## config.mk

```make
export PLATFORM = sky130hd
export DESIGN_NAME = mult_div_flat
export DESIGN_NICKNAME = d
export VERILOG_FILES = /design/src/rtl/mult_div_if.sv /design/src/rtl/mult_div.sv /design/src/flat_wrapper.sv
export SDC_FILE = /design/constraint.sdc
export NUM_CORES = 1
export LEC_CHECK = 0
export CORE_MARGIN = 2
export CORE_UTILIZATION = 55
export DETAILED_ROUTE_END_ITERATION = 10
export PLACE_DENSITY = 0.76
export SYNTH_ARGS = -nofsm -noshare
export SYNTH_HDL_FRONTEND = slang
export SYNTH_SLANG_ARGS = --single-unit
export TNS_END_PERCENT = 30
```

## constraint.sdc

```tcl
create_clock -name clock -period 7.6 [get_ports clock]
set_input_delay 1.14 -clock clock [delete_from_list [all_inputs] [get_ports clock]]
set_output_delay 1.14 -clock clock [all_outputs]
set_load 0.02 [all_outputs]
```

## src/rtl/mult_div_if.sv

```systemverilog
// mult_div_if: request/result bundle between the multicycle control FSM
// (master) and the iterative multiply/divide unit (slave).
//
// Handshake: start is a one-cycle request, sampled only while the unit is
// idle (busy=0 and done=0); requests seen at any other time are dropped.
// There is no ready signal: after issuing start the master stalls while
// busy is high and takes hi_out/lo_out/div_zero in the cycle done pulses.
// state_dbg mirrors the unit's FSM state for observation only.
interface mult_div_if #(parameter int WIDTH = 32);
  logic             start;
  logic             op;
  logic             unsigned_op;
  logic [WIDTH-1:0] a_in;
  logic [WIDTH-1:0] b_in;
  logic [WIDTH-1:0] hi_out;
  logic [WIDTH-1:0] lo_out;
  logic             busy;
  logic             done;
  logic             div_zero;
  logic [1:0]       state_dbg;

  modport master (
    output start, op, unsigned_op, a_in, b_in,
    input  hi_out, lo_out, busy, done, div_zero, state_dbg
  );

  modport slave (
    input  start, op, unsigned_op, a_in, b_in,
    output hi_out, lo_out, busy, done, div_zero, state_dbg
  );
endinterface

```

## src/rtl/mult_div.sv

```systemverilog
// mult_div: iterative multiply/divide unit, one bit per cycle.
// MULT uses radix-2 Booth on {acc, q, q_m1}; DIV uses restoring division on
// the operand magnitudes with sign correction in FIX.
// Optional macro MULT_DIV_UNSIGNED_EN: when defined, unsigned_op is captured
// with start and selects MULTU/DIVU; when undefined every operation is signed.
module mult_div #(
  parameter int WIDTH = 32
) (
  input logic       clock,
  input logic       reset,
  mult_div_if.slave bus
);
  localparam int CW = $clog2(WIDTH + 1);

  typedef enum logic [1:0] {IDLE = 2'd0, CALC = 2'd1, FIX = 2'd2, DONE = 2'd3} state_t;

  state_t           state, state_n;
  logic [CW-1:0]    count;
  logic             op_div;
  logic [WIDTH:0]   acc;       // one guard bit so Booth never overflows
  logic [WIDTH-1:0] q;
  logic [WIDTH-1:0] m;
  logic             q_m1;
  logic             a_neg;
  logic             quo_neg;
  logic             dz_pend;
  logic [WIDTH-1:0] hi_q, lo_q;
  logic             div_zero_q;
  logic             sgn_in, is_signed;

`ifdef MULT_DIV_UNSIGNED_EN
  logic is_signed_q;
  assign sgn_in    = ~bus.unsigned_op;
  assign is_signed = is_signed_q;

  // Signedness of the running operation, latched when start is accepted.
  always_ff @(posedge clock) begin
    if (reset)                          is_signed_q <= 1'b1;
    else if (state == IDLE && bus.start) is_signed_q <= sgn_in;
  end
`else
  logic unused_unsigned_op;
  assign unused_unsigned_op = bus.unsigned_op;
  assign sgn_in    = 1'b1;
  assign is_signed = 1'b1;
`endif

  // Capture-time operand signs and magnitudes for the divider.
  logic             a_in_neg, b_in_neg, dz_in;
  logic [WIDTH-1:0] a_mag, b_mag;
  assign a_in_neg = sgn_in & bus.a_in[WIDTH-1];
  assign b_in_neg = sgn_in & bus.b_in[WIDTH-1];
  assign a_mag    = a_in_neg ? -bus.a_in : bus.a_in;
  assign b_mag    = b_in_neg ? -bus.b_in : bus.b_in;
  assign dz_in    = bus.op && (bus.b_in == '0);

  // One multiply step: Booth add/subtract (or plain add for MULTU), then shift right.
  logic [WIDTH:0]   m_ext, mul_sum, mul_acc_n;
  logic [WIDTH-1:0] mul_q_n;
  logic             shift_in;
  assign m_ext = {is_signed & m[WIDTH-1], m};
  always_comb begin
    mul_sum = acc;
    if (is_signed) begin
      if (q[0] && !q_m1)      mul_sum = acc - m_ext;
      else if (!q[0] && q_m1) mul_sum = acc + m_ext;
    end else if (q[0]) begin
      mul_sum = acc + m_ext;
    end
  end
  assign shift_in  = is_signed ? mul_sum[WIDTH] : 1'b0;
  assign mul_acc_n = {shift_in, mul_sum[WIDTH:1]};
  assign mul_q_n   = {mul_sum[0], q[WIDTH-1:1]};

  // One restoring-divide step: shift in the next dividend bit, subtract if it fits.
  logic [WIDTH:0]   div_shift, div_acc_n;
  logic             div_ge;
  logic [WIDTH-1:0] div_q_n;
  assign div_shift = {acc[WIDTH-1:0], q[WIDTH-1]};
  assign div_ge    = div_shift >= {1'b0, m};
  assign div_acc_n = div_ge ? div_shift - {1'b0, m} : div_shift;
  assign div_q_n   = {q[WIDTH-2:0], div_ge};

  // Final result: divide signs applied (truncate toward zero), multiply passes through.
  logic [WIDTH-1:0] fix_hi, fix_lo;
  assign fix_hi = (op_div && a_neg)   ? -acc[WIDTH-1:0] : acc[WIDTH-1:0];
  assign fix_lo = (op_div && quo_neg) ? -q : q;

  // State register.
  always_ff @(posedge clock) begin
    if (reset) state <= IDLE;
    else       state <= state_n;
  end

  // Next-state logic; divide by zero skips CALC so done still lands two cycles after start.
  always_comb begin
    state_n = state;
    case (state)
      IDLE:    if (bus.start) state_n = dz_in ? FIX : CALC;
      CALC:    if (count == CW'(1)) state_n = FIX;
      FIX:     state_n = DONE;
      DONE:    state_n = IDLE;
      default: state_n = IDLE;
    endcase
  end

  // Datapath: capture in IDLE, iterate in CALC, publish results on FIX->DONE.
  always_ff @(posedge clock) begin
    if (reset) begin
      count      <= '0;
      op_div     <= 1'b0;
      acc        <= '0;
      q          <= '0;
      m          <= '0;
      q_m1       <= 1'b0;
      a_neg      <= 1'b0;
      quo_neg    <= 1'b0;
      dz_pend    <= 1'b0;
      hi_q       <= '0;
      lo_q       <= '0;
      div_zero_q <= 1'b0;
    end else begin
      case (state)
        IDLE: if (bus.start) begin
          count      <= CW'(WIDTH);
          op_div     <= bus.op;
          acc        <= '0;
          q_m1       <= 1'b0;
          div_zero_q <= 1'b0;
          dz_pend    <= dz_in;
          if (bus.op) begin
            q       <= a_mag;
            m       <= b_mag;
            a_neg   <= a_in_neg;
            quo_neg <= a_in_neg ^ b_in_neg;
          end else begin
            q       <= bus.b_in;
            m       <= bus.a_in;
            a_neg   <= 1'b0;
            quo_neg <= 1'b0;
          end
        end
        CALC: begin
          count <= count - CW'(1);
          if (op_div) begin
            acc <= div_acc_n;
            q   <= div_q_n;
          end else begin
            acc  <= mul_acc_n;
            q    <= mul_q_n;
            q_m1 <= q[0];
          end
        end
        FIX: begin
          if (dz_pend) begin
            div_zero_q <= 1'b1;
          end else begin
            hi_q <= fix_hi;
            lo_q <= fix_lo;
          end
        end
        default: ;
      endcase
    end
  end

  assign bus.hi_out    = hi_q;
  assign bus.lo_out    = lo_q;
  assign bus.div_zero  = div_zero_q;
  assign bus.busy      = (state == CALC) || (state == FIX);
  assign bus.done      = (state == DONE);
  assign bus.state_dbg = state;
endmodule

```

## src/flat_wrapper.sv

```systemverilog
// flat-port wrapper written by rule: the top's interface ports become plain ports
module mult_div_flat 
#(
  parameter int WIDTH = 32
)
  (clock, reset, bus_start, bus_op, bus_unsigned_op, bus_a_in, bus_b_in, bus_hi_out, bus_lo_out, bus_busy, bus_done, bus_div_zero, bus_state_dbg);
  mult_div_if #(.WIDTH(WIDTH)) bus_i ();
  input logic clock;
  input logic reset;
  input wire logic [$bits(bus_i.start)-1:0] bus_start;
  input wire logic [$bits(bus_i.op)-1:0] bus_op;
  input wire logic [$bits(bus_i.unsigned_op)-1:0] bus_unsigned_op;
  input wire logic [$bits(bus_i.a_in)-1:0] bus_a_in;
  input wire logic [$bits(bus_i.b_in)-1:0] bus_b_in;
  output wire logic [$bits(bus_i.hi_out)-1:0] bus_hi_out;
  output wire logic [$bits(bus_i.lo_out)-1:0] bus_lo_out;
  output wire logic [$bits(bus_i.busy)-1:0] bus_busy;
  output wire logic [$bits(bus_i.done)-1:0] bus_done;
  output wire logic [$bits(bus_i.div_zero)-1:0] bus_div_zero;
  output wire logic [$bits(bus_i.state_dbg)-1:0] bus_state_dbg;
  assign bus_i.start = bus_start;
  assign bus_i.op = bus_op;
  assign bus_i.unsigned_op = bus_unsigned_op;
  assign bus_i.a_in = bus_a_in;
  assign bus_i.b_in = bus_b_in;
  assign bus_hi_out = bus_i.hi_out;
  assign bus_lo_out = bus_i.lo_out;
  assign bus_busy = bus_i.busy;
  assign bus_done = bus_i.done;
  assign bus_div_zero = bus_i.div_zero;
  assign bus_state_dbg = bus_i.state_dbg;
  mult_div #(.WIDTH(WIDTH)) u_core (.clock(clock), .reset(reset), .bus(bus_i));
endmodule
```

## Word level (Yosys, flattened, before mapping)

Cells that the tools add are included.

| word-level totals | value |
|---|---|
| register bits after elaboration | 175 |

| operators by class | value |
|---|---|
| add/subtract/negate cells | 8 |
| $lt $le $gt $ge | 1 |
| equal/unequal tests | 8 |
| multiplexer cells | 28 |
| bitwise logic cells | 2 |
| reduce and logical (&&, ||, !) cells | 18 |

Operator list:

| operator | number |
|---|---|
| 2-to-1 mux 32 bit | 8 |
| 2-to-1 mux 33 bit | 5 |
| negator 32 bit | 4 |
| one-hot mux 33 bit (2 select lines) | 1 |
| one-hot mux 32 bit (2 select lines) | 1 |
| adder 33 bit | 1 |
| greater-or-equal comparator 33 x 32 -> 1 bit | 1 |
| subtractor 33 x 32 -> 33 bit | 1 |
| subtractor 33 bit | 1 |
| zero test 32 bit | 1 |
| one-hot mux 6 bit (2 select lines) | 1 |
| one-hot mux 2 bit (4 select lines) | 1 |
| AND reduction 2 bit | 4 |
| equality test 6 x 1 -> 1 bit, second input constant | 1 |
| 2-to-1 mux 2 bit | 3 |
| 2-to-1 mux 6 bit | 1 |
| AND reduction 3 bit | 2 |
| subtractor 6 x 1 -> 6 bit, second input constant | 1 |
| logical AND 1 bit | 5 |
| 2-to-1 mux 1 bit | 5 |
| equality test 2 bit, second input constant | 2 |
| != test 2 x 1 -> 1 bit, second input constant | 2 |
| != test 2 bit, second input constant | 2 |
| one-hot mux 1 bit (2 select lines) | 2 |
| other kinds (7) | 9 |

## Logic depth before layout (Yosys ltp)

| logic depth | value |
|---|---|
| word-level depth | 6 |
| gate-level depth with buffers | 15 |
| depth with buffers taken out | 14 |

## Least setup slack after synthesis

Ideal clock, no wire load.

| path | value |
|---|---|
| path type | input-to-reg |
| start | input port bus_a_in[1] |
| end | register u_core.q[30] |
| setup time | 0.132 ns |
| data arrival time | 3.392 ns |
| required time | 7.468 ns |
| path slack | 4.076 ns |
| cell stages on the path | 12 |
| cell sequence | inv_1 -> ha_1 -> or3b_2 -> or2_1 -> or4_1 -> nor2_1 -> nand3_1 -> o41ai_2 -> xor2_1 -> a21oi_1 -> o211ai_1 -> a21oi_1 |

| on the way | value |
|---|---|
| word-level cells in the longest chain between the ends | 5 |

Ends and longest elaborated chain:

| element | RTL line | source |
|---|---|---|
| start: declaration | flat_wrapper.sv:13 | `input wire logic [$bits(bus_i.a_in)-1:0] bus_a_in;` |
| negator 32 bit | mult_div.sv:53 | `assign a_mag = a_in_neg ? -bus.a_in : bus.a_in;` |
| 2-to-1 mux 32 bit | mult_div.sv:53 |  |
| 2-to-1 mux 32 bit | mult_div.sv:131 | `if (bus.op) begin` |
| 2-to-1 mux 32 bit | mult_div.sv:124 | `IDLE: if (bus.start) begin` |
| one-hot mux 32 bit (2 select lines) | mult_div.sv:123 | `case (state)` |
| end signal: assignment | mult_div.sv:132 | `q <= a_mag;` |
| end signal: assignment | mult_div.sv:137 | `q <= bus.b_in;` |
| end signal: assignment | mult_div.sv:147 | `q <= div_q_n;` |
| end: declaration | mult_div.sv:21 | `logic [WIDTH-1:0] q;` |

Every way passes these cells. The select of a mux whose other input is x is not followed.
A chain may end at the register's enable or synchronous reset.

## Worst setup path in the final report

| path | value |
|---|---|
| start | register u_core.acc[0] |
| end | register u_core.acc[29] |

| on the way | value |
|---|---|
| word-level cells in the longest chain between the ends | 5 |

Ends and longest elaborated chain:

| element | RTL line | source |
|---|---|---|
| start: declaration | mult_div.sv:20 | `logic [WIDTH:0] acc;` |
| start signal: assignment | mult_div.sv:146 | `acc <= div_acc_n;` |
| start signal: assignment | mult_div.sv:149 | `acc <= mul_acc_n;` |
| adder 33 bit | mult_div.sv:66 | `else if (!q[0] && q_m1) mul_sum = acc + m_ext;` |
| 2-to-1 mux 33 bit | mult_div.sv:66 |  |
| 2-to-1 mux 33 bit | mult_div.sv:65 | `if (q[0] && !q_m1) mul_sum = acc - m_ext;` |
| 2-to-1 mux 33 bit * | mult_div.sv:145 | `if (op_div) begin` |
| one-hot mux 33 bit (2 select lines) * | mult_div.sv:123 |  |

Every way passes the cells marked *; elsewhere a longest branch is shown, timed or not.

==> summary.json <==
{
  "yosysUniqueCellTypes": {"value": 85},
  "design.portCount": {"value": 138},
  "power_frac_seq": {"value": 0.229},
  "drt-total-wl": {"value": 54.0, "unit": "mm"},
  "mapped_cells": {"value": 2217},
  "core": {"value": 28800, "unit": "sq um"},
  "post-route-min-period": {"value": 4.42, "unit": "ns"},
  "clk_latency": {"value": 0.44, "unit": "ns"},
  "synth_enable_flop_cells": {"value": 0},
  "rsz0062_at_grt": {"value": "false"},
  "layout-area-overhead-vs-synth": {"value": 12.3, "unit": "%"},
  "run_status": {"value": "completed"},
  "hpwlAfterDp": {"value": 41.6, "unit": "mm"},
  "antenna_found_initial": {"value": 0},
  "slew_headroom": {"value": 0.192},
  "final_min_period_over_clock_period": {"value": 0.581},
  "cts_hold_repair.buffers": {"value": 0},
  "first_global_vias": {"value": 15700},
  "max-cap-violations": {"value": 0},
  "critPathTopFamily": {"value": "simple AND/OR/NAND/NOR gates"},
  "clk_pin_slew_worst_paths": {"value": 0.08, "unit": "ns"},
  "p_sw": {"value": 0.00341, "unit": "W"},
  "ys_top_cells_by_count": {"value": "sky130_fd_sc_hd__nor2_1, sky130_fd_sc_hd__a21oi_1, sky130_fd_sc_hd__nand2_1"},
  "p_comb_frac": {"value": 0.633},
  "synth.most_common_cell": {"value": "sky130_fd_sc_hd__nor2_1"},
  "post_synth_mux_area_share": {"value": 0.0213},
  "final_net_count": {"value": 2408},
  "clockPowerShare": {"value": 0.138},
  "vdd.ir_drop.worst": {"value": 0.189, "unit": "mV"},
  "synth_compound_area_frac": {"value": 0.317},
  "crit_required": {"value": 7.95, "unit": "ns"},
  "drt_pre_antenna_iters": {"value": 5},
  "worstSetupEndpointType": {"value": "flip-flop"},
  "post_cts_resize_count": {"value": 0},
  "clock_root_cell": {"value": "sky130_fd_sc_hd__clkbuf_16"},
  "timing_max_transition_violations_final": {"value": 0},
  "timing.critical_path.cells": {"value": "inv_1, ha_1, fa_1, nor2b_1, o31a_1, o21ai_1, o31a_1, or4b_1, and3_1, nor4_1, mux2i_1, nand2_1, a221oi_1"},
  "power_density": {"value": 371, "unit": "nW/um^2"},
  "die-height": {"value": 175, "unit": "microns"},
  "synth-simple-area-share": {"value": 0.196},
  "rows": {"value": 62},
  "number_of_synthesized_register_bits": {"value": 175},
  "dominant_cell_type_by_area_after_synthesis": {"value": "sky130_fd_sc_hd__dfxtp_1"},
  "sw_frac_of_total": {"value": 0.508},
  "timing_hold_violations_final": {"value": 0},
  "synth_async_sr_flop_share": {"value": 0},
  "floorplan.die_area": {"value": 30700, "unit": "sq um"},
  "max-clock-path-buffers": {"value": 2},
  "share_of_synthesized_area_occupied_by_flip_flops_and_latches": {"value": 0.217},
  "critical_path_arrival": {"value": 4.77, "unit": "ns"},
  "timing.critical_path.fanout_max": {"value": 7},
  "fin_setup_tns": {"value": 0, "unit": "ns"},
  "arithmetic_cell_share_of_the_synthesized_area_counting_full_adders_half_adders_and_majority_gates": {"value": 0.0860},
  "wl_met2": {"value": 25.1, "unit": "mm"},
  "drive_above_1_share": {"value": 0.0468},
  "avgRoutedWirePerCell": {"value": 20.6, "unit": "microns"},
  "hold_path_class": {"value": "flip-flop to flip-flop"},
  "slew_at_the_pin_closest_to_its_max_slew_limit": {"value": 1.21, "unit": "ns"},
  "fillers": {"value": 2651},
  "groute.usage.overall": {"value": 0.347},
  "detailroute.via_count": {"value": 16900},
  "drt_iter0_markers": {"value": 1581},
  "met1_length": {"value": 22.8, "unit": "mm"},
  "die_w": {"value": 175, "unit": "microns"},
  "cts.sink_count": {"value": 175},
  "kind_of_critical_path": {"value": "flip-flop to flip-flop"},
  "timing.fmax": {"value": 226, "unit": "MHz"},
  "synthTopCellsByArea": {"value": "sky130_fd_sc_hd__dfxtp_1, sky130_fd_sc_hd__ha_1, sky130_fd_sc_hd__a21oi_1"},
  "antenna_left": {"value": 0},
  "syn_area": {"value": 16100, "unit": "sq um"},
  "clock_tree_from_tritoncts": {"value": "done"},
  "post_route_skew": {"value": 0.0144, "unit": "ns"},
  "synthXorXnorAreaFrac": {"value": 0.102},
  "n_antenna_cell": {"value": 0},
  "routed_via_density": {"value": 6.44},
  "crit_path_most_repeated_cell": {"value": "sky130_fd_sc_hd__o31a_1"},
  "floorplan.initialDensity": {"value": 0.560},
  "fraction_of_post_synthesis_cell_area_in_the_top_cell_type_by_area": {"value": 0.217},
  "gpl.final_weighted_congestion": {"value": 0.960},
  "count_of_final_setup_violators": {"value": 0},
  "path_buf_inv": {"value": 1},
  "met3_length": {"value": 3.58, "unit": "mm"},
  "post-route-util": {"value": 0.629},
  "synthesis.yosys.warnings": {"value": 0},
  "leakagePower": {"value": 6.79, "unit": "nW"},
  "flip_flop_cell_with_the_highest_count_after_synthesis": {"value": "sky130_fd_sc_hd__dfxtp_1"},
  "synth_top_family_by_area": {"value": "compound AO/OA/AOI/OAI gates"},
  "number_of_design_rule_violations_left_after_detail_routing": {"value": 0},
  "critPathSlowestCell": {"value": "sky130_fd_sc_hd__dfxtp_1"},
  "cts_htree_levels": {"value": 4},
  "start_kind": {"value": "flip-flop"},
  "place.port_buffers": {"value": 136},
  "global_route_wire_length_before_repair": {"value": 84.7, "unit": "mm"},
  "postCtsSetupRepairBufs": {"value": 0},
  "grt_max_degree": {"value": 117},
  "critical-path-max-stage-delay": {"value": 0.56, "unit": "ns"},
  "synth.net_count": {"value": 2395},
  "syn_avg_cell_area": {"value": 7.27, "unit": "sq um"},
  "grt_overflow_total": {"value": 0},
  "top_layer_used": {"value": "met4"},
  "power_report.internal_total": {"value": 0.00330, "unit": "W"},
  "cts_made_buffers": {"value": 17}
}
-- cells by family after synthesis --
logic type / count (synthesis)
buffers and inverters: 252
DFF: 175
and+or+nand+nor: 684
xor gates and xnor gates: 187
AOI/OAI and AO/OA: 776
muxes: 34
adders and majority gates: 109
-- cells in the final DEF, fill, tap and decap left out, types with 6 or more instances in the layout --
cell / Yosys / final
sky130_fd_sc_hd__o21bai_1: 32 / 32
sky130_fd_sc_hd__or3_1: 29 / 29
sky130_fd_sc_hd__o21ai_0: 113 / 113
sky130_fd_sc_hd__o221ai_1: 12 / 12
sky130_fd_sc_hd__o41ai_1: 12 / 12
sky130_fd_sc_hd__o31ai_1: 35 / 35
sky130_fd_sc_hd__a32o_1: 12 / 12
sky130_fd_sc_hd__buf_4: 3 / 18
sky130_fd_sc_hd__a221oi_1: 15 / 15
sky130_fd_sc_hd__inv_1: 89 / 89
sky130_fd_sc_hd__o211ai_1: 45 / 45
sky130_fd_sc_hd__o21a_1: 8 / 8
sky130_fd_sc_hd__or4_1: 9 / 9
sky130_fd_sc_hd__nand4_1: 13 / 13
sky130_fd_sc_hd__nor2_1: 269 / 265
sky130_fd_sc_hd__a211oi_1: 106 / 106
sky130_fd_sc_hd__nor4_1: 15 / 15
sky130_fd_sc_hd__a31oi_1: 19 / 19
sky130_fd_sc_hd__a21o_1: 21 / 21
sky130_fd_sc_hd__nor2b_1: 13 / 12
sky130_fd_sc_hd__nor3_1: 29 / 29
sky130_fd_sc_hd__a21oi_1: 255 / 255
sky130_fd_sc_hd__o21ai_1: 7 / 6
sky130_fd_sc_hd__clkdlybuf4s50_1: 0 / 134
sky130_fd_sc_hd__ha_1: 106 / 105
sky130_fd_sc_hd__and2_1: 10 / 10
sky130_fd_sc_hd__xor2_1: 101 / 101
sky130_fd_sc_hd__nand2_1: 192 / 191
sky130_fd_sc_hd__nand2b_1: 16 / 16
sky130_fd_sc_hd__xnor2_1: 86 / 86
sky130_fd_sc_hd__a221o_1: 7 / 7
sky130_fd_sc_hd__nand3_1: 45 / 45
sky130_fd_sc_hd__clkbuf_16: 0 / 17
sky130_fd_sc_hd__mux2i_1: 32 / 32
sky130_fd_sc_hd__dfxtp_1: 175 / 174
sky130_fd_sc_hd__and3_1: 8 / 8
sky130_fd_sc_hd__a311oi_1: 16 / 16
-- layer usage --
| layer | vias up | global-route usage |
|---|---|---|
| li1 | 8075 | - |
| met1 | 7984 | 0.447 |
| met2 | 706 | 0.574 |
| met3 | 141 | 0.0424 |
| met4 | 0 | 0.166 |
| met5 | - | 0 |
-- layout make-up --
type / instances / area, sq um / area share
multi-input cells: 1790 / 11700 / 0.645
flip-flops and latches: 175 / 3510 / 0.194
repair buffers: 152 / 1480 / 0.0816
well taps: 384 / 480 / 0.0265
clock buffers: 19 / 453 / 0.0250
inverters: 94 / 353 / 0.0195
clock inverters: 13 / 165 / 0.00912
-- power by group through the flow --
stage                     clock [W]  combinational [W]  sequential, W
after CTS                  0.000928            0.00418        0.00153
after detailed placement          0            0.00415        0.00154
after floorplan                   0            0.00300        0.00151
after global placement            0            0.00410        0.00153
after global routing       0.000964            0.00465        0.00157
final                      0.000924            0.00425        0.00154
-- stage by stage --
stage / power, W / instance area, sq um / hold WS (ns) / instances / setup slack, ns
final: 0.00672 / 18100 / 0.458 / 2627 / 3.18
after global routing: 0.00718 / 18100 / 0.483 / 2627 / 3.00
after CTS: 0.00664 / 18100 / 0.460 / 2627 / 3.24
after detailed placement: 0.00570 / 17500 / 0.447 / 2595 / 3.11
after global placement: 0.00563 / 17500 / 0.446 / 2595 / 3.15
after floorplan: 0.00451 / 16100 / 0.440 / 2217 / 4.08
-- path summary, 6_finish.rpt --
| kind | startpoint | to | slack [ns] | cells past startpoint |
|---|---|---|---|---|
| min | u_core.bus.hi_out[31] | u_core.bus.hi_out[31] | 0.46 | 2 |
| min reg2reg | u_core.bus.hi_out[31] | u_core.bus.hi_out[31] | 0.46 | 2 |
| max reg2reg | u_core.acc[0] | u_core.acc[29] | 3.18 | 13 |
| max | u_core.acc[0] | u_core.acc[29] | 3.18 | 13 |
-- state kept, by name (all words and copies together) (netlist names) --
signal	cells
u_core.a_neg	1
u_core.count	6
u_core.q_m1	1
u_core.bus.state_dbg	2
u_core.q	32
u_core.m	32
u_core.bus.lo_out	32
u_core.bus.hi_out	32
u_core.op_div	1
u_core.quo_neg	1
u_core.dz_pend	1
u_core.acc	33
u_core.bus.div_zero	1
-- worst register-to-register path, cell delays in order, from the launching register on --
cell and delay, ns:
sky130_fd_sc_hd__dfxtp_1 0.56, sky130_fd_sc_hd__inv_1 0.23, sky130_fd_sc_hd__ha_1 0.29, sky130_fd_sc_hd__fa_1 0.42
sky130_fd_sc_hd__nor2b_1 0.18, sky130_fd_sc_hd__o31a_1 0.21, sky130_fd_sc_hd__o21ai_1 0.29, sky130_fd_sc_hd__o31a_1 0.47
sky130_fd_sc_hd__or4b_1 0.55, sky130_fd_sc_hd__and3_1 0.22, sky130_fd_sc_hd__nor4_1 0.25, sky130_fd_sc_hd__mux2i_1 0.30
sky130_fd_sc_hd__nand2_1 0.08, sky130_fd_sc_hd__a221oi_1 0.27
(Power assumes the default switching activity.)
